===== src/rtl/rf_pkg.sv =====
// rtl/rf_pkg.sv - shared defaults and types for the scoreboarded register file
package rf_pkg;

  localparam int XLEN_DEF  = 32;
  localparam int NREGS_DEF = 32;
  localparam int NRD_DEF   = 2;
  localparam int CW_DEF    = 2;
  localparam int AW_DEF    = $clog2(NREGS_DEF);

  // Largest number of writes that may be in flight to one register
  localparam int CNT_MAX = (1 << CW_DEF) - 1;

  typedef logic [AW_DEF-1:0]   reg_addr_t;
  typedef logic [XLEN_DEF-1:0] xlen_t;

endpackage


===== src/rtl/reg_file_sb_if.sv =====
// rtl/reg_file_sb_if.sv - decode/writeback bus into the register file
interface reg_file_sb_if #(
  parameter int XLEN  = 32,
  parameter int NREGS = 32,
  parameter int NRD   = 2
);

  localparam int AW = $clog2(NREGS);

  logic [NRD*AW-1:0]   rs_addr;
  logic [NRD*XLEN-1:0] rs_data;
  logic [NRD-1:0]      rs_busy;
  logic                wb_en;
  logic [AW-1:0]       wb_addr;
  logic [XLEN-1:0]     wb_data;
  logic                iss_en;
  logic [AW-1:0]       iss_addr;
  logic                iss_ready;

  modport master (
    output rs_addr, wb_en, wb_addr, wb_data, iss_en, iss_addr,
    input  rs_data, rs_busy, iss_ready
  );

  modport slave (
    input  rs_addr, wb_en, wb_addr, wb_data, iss_en, iss_addr,
    output rs_data, rs_busy, iss_ready
  );

endinterface


===== src/rtl/rf_pend_cnt.sv =====
// rtl/rf_pend_cnt.sv - saturating up/down count of writes in flight to one register
module rf_pend_cnt
  import rf_pkg::*;
#(
  parameter int CW = CW_DEF
) (
  input  logic          clk,
  input  logic          rst,
  input  logic          inc,
  input  logic          dec,
  output logic [CW-1:0] cnt
);

  localparam logic [CW-1:0] FULL = '1;
  localparam logic [CW-1:0] ONE  = CW'(1);

  // Never count past full and never below zero; a write with nothing
  // pending is untracked and leaves the count alone
  logic up;
  logic down;
  assign up   = inc && (cnt != FULL);
  assign down = dec && (cnt != '0);

  // Simultaneous issue and retire cancel out
  always_ff @(posedge clk or posedge rst) begin
    if (rst)
      cnt <= '0;
    else if (up && !down)
      cnt <= cnt + ONE;
    else if (down && !up)
      cnt <= cnt - ONE;
  end

endmodule


===== src/rtl/reg_file_sb.sv =====
// rtl/reg_file_sb.sv - multi-port register file with write bypass and pending-write scoreboard
module reg_file_sb
  import rf_pkg::*;
#(
  parameter int XLEN  = XLEN_DEF,
  parameter int NREGS = NREGS_DEF,
  parameter int NRD   = NRD_DEF,
  parameter int CW    = CW_DEF
) (
  input logic         clk,
  input logic         rst,
  reg_file_sb_if.slave bus
);

  localparam int AW = $clog2(NREGS);
  localparam logic [CW-1:0] CNT_FULL = '1;
  localparam logic [CW-1:0] CNT_ONE  = CW'(1);

  logic [XLEN-1:0] regs [NREGS];
  logic [CW-1:0]   cnt  [NREGS];

  // x0 has no counter: it is constant and never has writes in flight
  assign cnt[0] = '0;

  genvar r;
  generate
    for (r = 1; r < NREGS; r++) begin : g_cnt
      rf_pend_cnt #(.CW(CW)) u_cnt (
        .clk (clk),
        .rst (rst),
        .inc (bus.iss_en && bus.iss_ready && (bus.iss_addr == AW'(r))),
        .dec (bus.wb_en && (bus.wb_addr == AW'(r))),
        .cnt (cnt[r])
      );
    end
  endgenerate

  // Writeback storage; writes to x0 are dropped so it always reads zero
  always_ff @(posedge clk or posedge rst) begin
    if (rst) begin
      for (int i = 0; i < NREGS; i++)
        regs[i] <= '0;
    end else if (bus.wb_en && (bus.wb_addr != '0)) begin
      regs[bus.wb_addr] <= bus.wb_data;
    end
  end

  logic [NRD*XLEN-1:0] data_mux;
  logic [NRD-1:0]      busy_mux;
  logic [AW-1:0]       ra;
  logic                wb_hit;

  // Read ports: zero for x0, bypass the writeback in this cycle, else storage.
  // A port is not busy when its last pending write retires right now.
  always_comb begin
    data_mux = '0;
    busy_mux = '0;
    ra       = '0;
    wb_hit   = 1'b0;
    for (int i = 0; i < NRD; i++) begin
      ra     = bus.rs_addr[i*AW +: AW];
      wb_hit = bus.wb_en && (bus.wb_addr == ra);
      if (ra != '0) begin
        data_mux[i*XLEN +: XLEN] = wb_hit ? bus.wb_data : regs[ra];
        busy_mux[i] = (cnt[ra] != '0) && !(wb_hit && (cnt[ra] == CNT_ONE));
      end
    end
  end

  assign bus.rs_data = data_mux;
  assign bus.rs_busy = busy_mux;

  // Issue readiness looks only at the registered count, never at writeback
  assign bus.iss_ready = (bus.iss_addr == '0) || (cnt[bus.iss_addr] != CNT_FULL);

endmodule

===== src/flat_wrapper.sv =====
// flat-port wrapper written by rule: the top's interface ports become plain ports
module reg_file_sb_flat import rf_pkg::*;
#(
  parameter int XLEN  = XLEN_DEF,
  parameter int NREGS = NREGS_DEF,
  parameter int NRD   = NRD_DEF,
  parameter int CW    = CW_DEF
)
  (clk, rst, bus_rs_addr, bus_wb_en, bus_wb_addr, bus_wb_data, bus_iss_en, bus_iss_addr, bus_rs_data, bus_rs_busy, bus_iss_ready);
  reg_file_sb_if #(.XLEN(XLEN), .NREGS(NREGS), .NRD(NRD)) bus_i ();
  input logic clk;
  input logic rst;
  input wire logic [$bits(bus_i.rs_addr)-1:0] bus_rs_addr;
  input wire logic [$bits(bus_i.wb_en)-1:0] bus_wb_en;
  input wire logic [$bits(bus_i.wb_addr)-1:0] bus_wb_addr;
  input wire logic [$bits(bus_i.wb_data)-1:0] bus_wb_data;
  input wire logic [$bits(bus_i.iss_en)-1:0] bus_iss_en;
  input wire logic [$bits(bus_i.iss_addr)-1:0] bus_iss_addr;
  output wire logic [$bits(bus_i.rs_data)-1:0] bus_rs_data;
  output wire logic [$bits(bus_i.rs_busy)-1:0] bus_rs_busy;
  output wire logic [$bits(bus_i.iss_ready)-1:0] bus_iss_ready;
  assign bus_i.rs_addr = bus_rs_addr;
  assign bus_i.wb_en = bus_wb_en;
  assign bus_i.wb_addr = bus_wb_addr;
  assign bus_i.wb_data = bus_wb_data;
  assign bus_i.iss_en = bus_iss_en;
  assign bus_i.iss_addr = bus_iss_addr;
  assign bus_rs_data = bus_i.rs_data;
  assign bus_rs_busy = bus_i.rs_busy;
  assign bus_iss_ready = bus_i.iss_ready;
  reg_file_sb #(.XLEN(XLEN), .NREGS(NREGS), .NRD(NRD), .CW(CW)) u_core (.clk(clk), .rst(rst), .bus(bus_i));
endmodule

===== config.mk =====
export PLATFORM = sky130hd
export DESIGN_NAME = reg_file_sb_flat
export DESIGN_NICKNAME = d
export VERILOG_FILES = /design/src/rtl/rf_pkg.sv /design/src/rtl/reg_file_sb_if.sv /design/src/rtl/rf_pend_cnt.sv /design/src/rtl/reg_file_sb.sv /design/src/flat_wrapper.sv
export SDC_FILE = /design/constraint.sdc
export NUM_CORES = 2
export LEC_CHECK = 0
export BUFFER_PORTS_ARGS = -buffer_cell sky130_fd_sc_hd__buf_2
export CAP_MARGIN = 10
export CORE_UTILIZATION = 55
export DETAILED_ROUTE_END_ITERATION = 6
export GPL_ROUTABILITY_DRIVEN = 0
export PLACE_DENSITY = 0.74
export SLEW_MARGIN = 10
export SYNTH_ARGS = -nofsm -noshare
export SYNTH_HDL_FRONTEND = slang
export SYNTH_SLANG_ARGS = --single-unit
export TNS_END_PERCENT = 20

===== constraint.sdc =====
create_clock -name clk -period 31.8 [get_ports clk]
set_clock_uncertainty 0.2 [all_clocks]
set_input_delay 3.18 -clock clk [delete_from_list [all_inputs] [get_ports clk]]
set_output_delay 3.18 -clock clk [all_outputs]
set_load 0.1 [all_outputs]

==> run summary <==
SYNTH
--------------------------------------------------------------------------------------------------
Gate count after technology mapping                                                           4148
Cell Area, Synth                                                                       60200 sq um
Number of flops mapped to enable cells by yosys                                                  0
Ys async rst share                                                                            100%
Count of warnings emitted by yosys                                                               0
Distinct cell type count of the synthesized netlist                                             57
Yosys top cell by area                                                                sky130_fd_sc_hd__dfrtp_1
Register area share after synthesis                                                          45.2%
Most frequently used flop master after synthesis                                      sky130_fd_sc_hd__dfrtp_1
Cell types occupying the most area after synthesis                                    sky130_fd_sc_hd__dfrtp_1, sky130_fd_sc_hd__mux2_2, sky130_fd_sc_hd__mux4_2
Post-Synthesis Net Count                                                                      4235
Synth top area share                                                                         45.2%
Syn avg cell area                                                                       14.5 sq um
Number of register bits inferred by synthesis                                                 1086

PLACE
--------------------------------------------------------------------------------------------------
Total placed cells including tap cells                                                        5284
Input/output buffers                                                                           122
Worst setup timing slack at the placement stage                                           20.20 ns
Sum of net half-perimeters after detailed placement                                      101000 um

LAYOUT
--------------------------------------------------------------------------------------------------
Synth-to-Final Area Change                                                                   8.52%
Most common cell after layout, fill and taps aside                                    sky130_fd_sc_hd__mux2_2
Final #Nets                                                                                   4086
Most frequent cells in the layout                                                     sky130_fd_sc_hd__mux2_2, sky130_fd_sc_hd__dfrtp_1, sky130_fd_sc_hd__mux4_2
Fraction of layout instances using a drive strength above 1                                  50.3%
Final non-filler cell total                                                                   5511

STA
--------------------------------------------------------------------------------------------------
Count of endpoints failing setup in the final report                                             0
Final period util                                                                            36.4%
RSZ-0062 raised after global routing                                                         false
Max-slew violation count                                                                         0
Slew margin rel.                                                                             19.0%
Fin. Hold Viols                                                                                  0
Highest clock rate                                                                        86.5 MHz
Summed negative setup slack over all endpoints                                                0 ns
Slew of the pin with the lowest slew margin                                                1.21 ns
Post-layout worst setup margin                                                            20.24 ns
Crit path time final                                                                      11.56 ns

CRITICAL PATH
--------------------------------------------------------------------------------------------------
RR Endpoint                                                                           u_core.g_cnt[5].u_cnt.cnt[1]
Critical path launch point                                                            bus_rs_addr[0]
R2R cell count                                                                                   6
R2R setup slack                                                                           30.04 ns
Worst r2r src                                                                         u_core.g_cnt[5].u_cnt.cnt[0]
Setup crit end kind                                                                     output pin
Worst EP arrival                                                                           8.18 ns
Category of the worst setup path launch point                                         primary input
Worst Setup EP                                                                        bus_rs_data[10]
Type of the worst setup path                                                                in2out
Required time reported for the critical path endpoint                                     28.42 ns
Worst-path maximum fanout                                                                      108

MIN PATH
--------------------------------------------------------------------------------------------------
Class of the most critical hold timing path                                                reg2reg

CLOCK TREE
--------------------------------------------------------------------------------------------------
Maximum root-to-sink buffer count                                                                3
Clock transition time at the flip-flop clock pins of the worst setup and hold paths        0.06 ns
Clock Latency Late Sink                                                                    0.71 ns
Library cell used as clock root buffer                                                sky130_fd_sc_hd__clkbuf_16
Hold buffer count at CTS                                                                         0
TritonCTS clock tree                                                                         built
CTS resizes                                                                                      0
CTS Buf Count                                                                                  116
Buffer count from post-CTS setup fixing                                                          0
Number of H-tree levels                                                                          3
TritonCTS Sinks                                                                               1086

GRT
--------------------------------------------------------------------------------------------------
Busiest layer in global routing                                                               met2
Met1 Track Usage GR                                                                          47.3%
Met3 global-route usage                                                                      8.90%
Total global routing track utilization                                                       34.2%
Antenna violations before repair                                                                 9
Global-route congestion overflow total                                                           0
Global-route wire length before repair                                                   277000 um
Via count of the first global-routing pass                                                   40300
Met2 Resource Use GR                                                                         50.8%
Largest net degree at the start of global routing                                              175

STATUS
--------------------------------------------------------------------------------------------------
Result of the run                                                                     finished clean

DRT
--------------------------------------------------------------------------------------------------
Vias post-DR                                                                                 40000
Antenna viol nets, final                                                                         0
First-pass iteration count of the detailed router                                                6
Total wirelength of the detailed-routed design                                           187000 um
Via count normalized by instance count                                                        7.25
Routed length per instance                                                                 34.0 um
Number of DRC markers after the initial detailed-route iteration                              4950
Post-detailed-route DRC marker count                                                             0

FLOORPLANNING
--------------------------------------------------------------------------------------------------
Horiz. Die Dim                                                                              333 um
Floorplan row count                                                                            120
Number of primary I/O pins                                                                     123
Die outline height                                                                          333 um
Total Die Area                                                                        111000 sq um
Starting utilization of the core area                                                        55.8%
Core region area                                                                      108000 sq um

POWER
--------------------------------------------------------------------------------------------------
Power share of the combinational group                                                       23.9%
Power per cell area                                                                   66.7 nW/um^2
Part of the power in registers                                                               44.3%
Leakage power                                                                              28.3 nW
Worst IR drop on VDD                                                                     0.0447 mV
Switching power                                                                            1.32 mW
P_int                                                                                      3.04 mW
Switching share of power                                                                     30.3%
Clk network pwr share                                                                        31.8%

RUN
--------------------------------------------------------------------------------------------------
Maximum Capacitance Violations                                                                   0

how the worst min path moves through the flow:
stage	depth (start not counted)	from	end
final	0	u_core.regs[1002]	u_core.regs[1002]
after global routing	0	u_core.regs[1007]	u_core.regs[1007]
after CTS	0	u_core.regs[1016]	u_core.regs[1016]
after detailed placement	0	u_core.regs[1016]	u_core.regs[1016]
after global placement	0	u_core.regs[1016]	u_core.regs[1016]
after floorplan	1	u_core.regs[1000]	u_core.regs[1000]
final cells by class:
type / count / area, sq um
Fill cell: 8016 / 42500
Clock buffer: 181 / 3550
Tap cell: 1403 / 1760
Sequential cell: 1086 / 27200
Multi-Input combinational cell: 2581 / 31000
Inverter: 5 / 23.8
Clock inverter: 36 / 340
Timing Repair Buffer: 209 / 1390
Antenna cell: 10 / 25.0
Yosys cell counts, drive strengths merged (4+ instances only):
library cell and number:
buf 208, nand3 22, nor2 127, a22oi 27, o21ai 65, nor2b 14
a2111oi 44, xor2 62, inv 5, dfrtp 1086, o22ai 109, and3 16
nand4 4, nand2b 4, a21oi 39, mux2i 122, a221oi 4, and2 5
nand3b 5, mux4 518, or3b 4, nor3b 12, nand2 68, or2 6
nor3 32, a221o 16, clkbuf 268, o211ai 14, ha 31, xnor2 41
mux2 1120, a211oi 27
critical path, cell delays in order:
cell and delay (ns):
sky130_fd_sc_hd__buf_8 0.37, sky130_fd_sc_hd__buf_4 0.82, sky130_fd_sc_hd__buf_12 0.68, sky130_fd_sc_hd__buf_4 0.89
sky130_fd_sc_hd__mux4_2 0.38, sky130_fd_sc_hd__mux2i_1 0.09, sky130_fd_sc_hd__a2111oi_0 0.64, sky130_fd_sc_hd__nor3_1 0.13
sky130_fd_sc_hd__nor2_1 0.26, sky130_fd_sc_hd__buf_2 0.48
routing by layer:
| layer | share of wire, % | wire length [um] |
|---|---|---|
| met5 | 0.085 | 160 |
| met4 | 4.9 | 9200 |
| met3 | 10 | 19500 |
| met2 | 45 | 84800 |
| met1 | 39 | 73700 |
power by group through the flow:
| stage | Clock (mW) | Combinational, mW | Sequential (mW) |
|---|---|---|---|
| 2_1_floorplan | 0 | 0.891 | 1.84 |
| 3_3_place_gp | 0 | 1.01 | 1.92 |
| 3_5_place_dp | 0 | 1.04 | 1.94 |
| 4_1_cts | 1.39 | 1.04 | 1.92 |
| 5_1_grt | 1.45 | 1.11 | 1.96 |
| 6_report | 1.38 | 1.04 | 1.93 |
metrics by stage:
| step | hold WS, ns | power (mW) | area (sq um) | util, % |
|---|---|---|---|---|
| global route | 0.207 | 4.52 | 65300 | 60.6 |
| finish | 0.198 | 4.36 | 65300 | 60.6 |
| CTS | 0.197 | 4.35 | 65300 | 60.6 |
| detailed placement | 0.184 | 2.98 | 61400 | 56.9 |
| floorplan | 0.241 | 2.74 | 60200 | - |
| global placement | 0.178 | 2.93 | 61400 | 56.9 |
cells by family after synthesis:
| kind of cell | share of synthesized area, % |
|---|---|
| compound gates | 4.08 |
| mux | 42.5 |
| simple gates | 2.52 |
| buf+inv | 3.63 |
| flops | 45.2 |
| xor+xnor | 1.50 |
| fa+ha+maj | 0.645 |
state kept, by name (all words and copies together), names as in the netlist:
signal,cells
u_core.g_cnt.u_cnt.cnt,62
u_core.regs,1024
No activity file was read; power rests on OpenSTA's default activity.
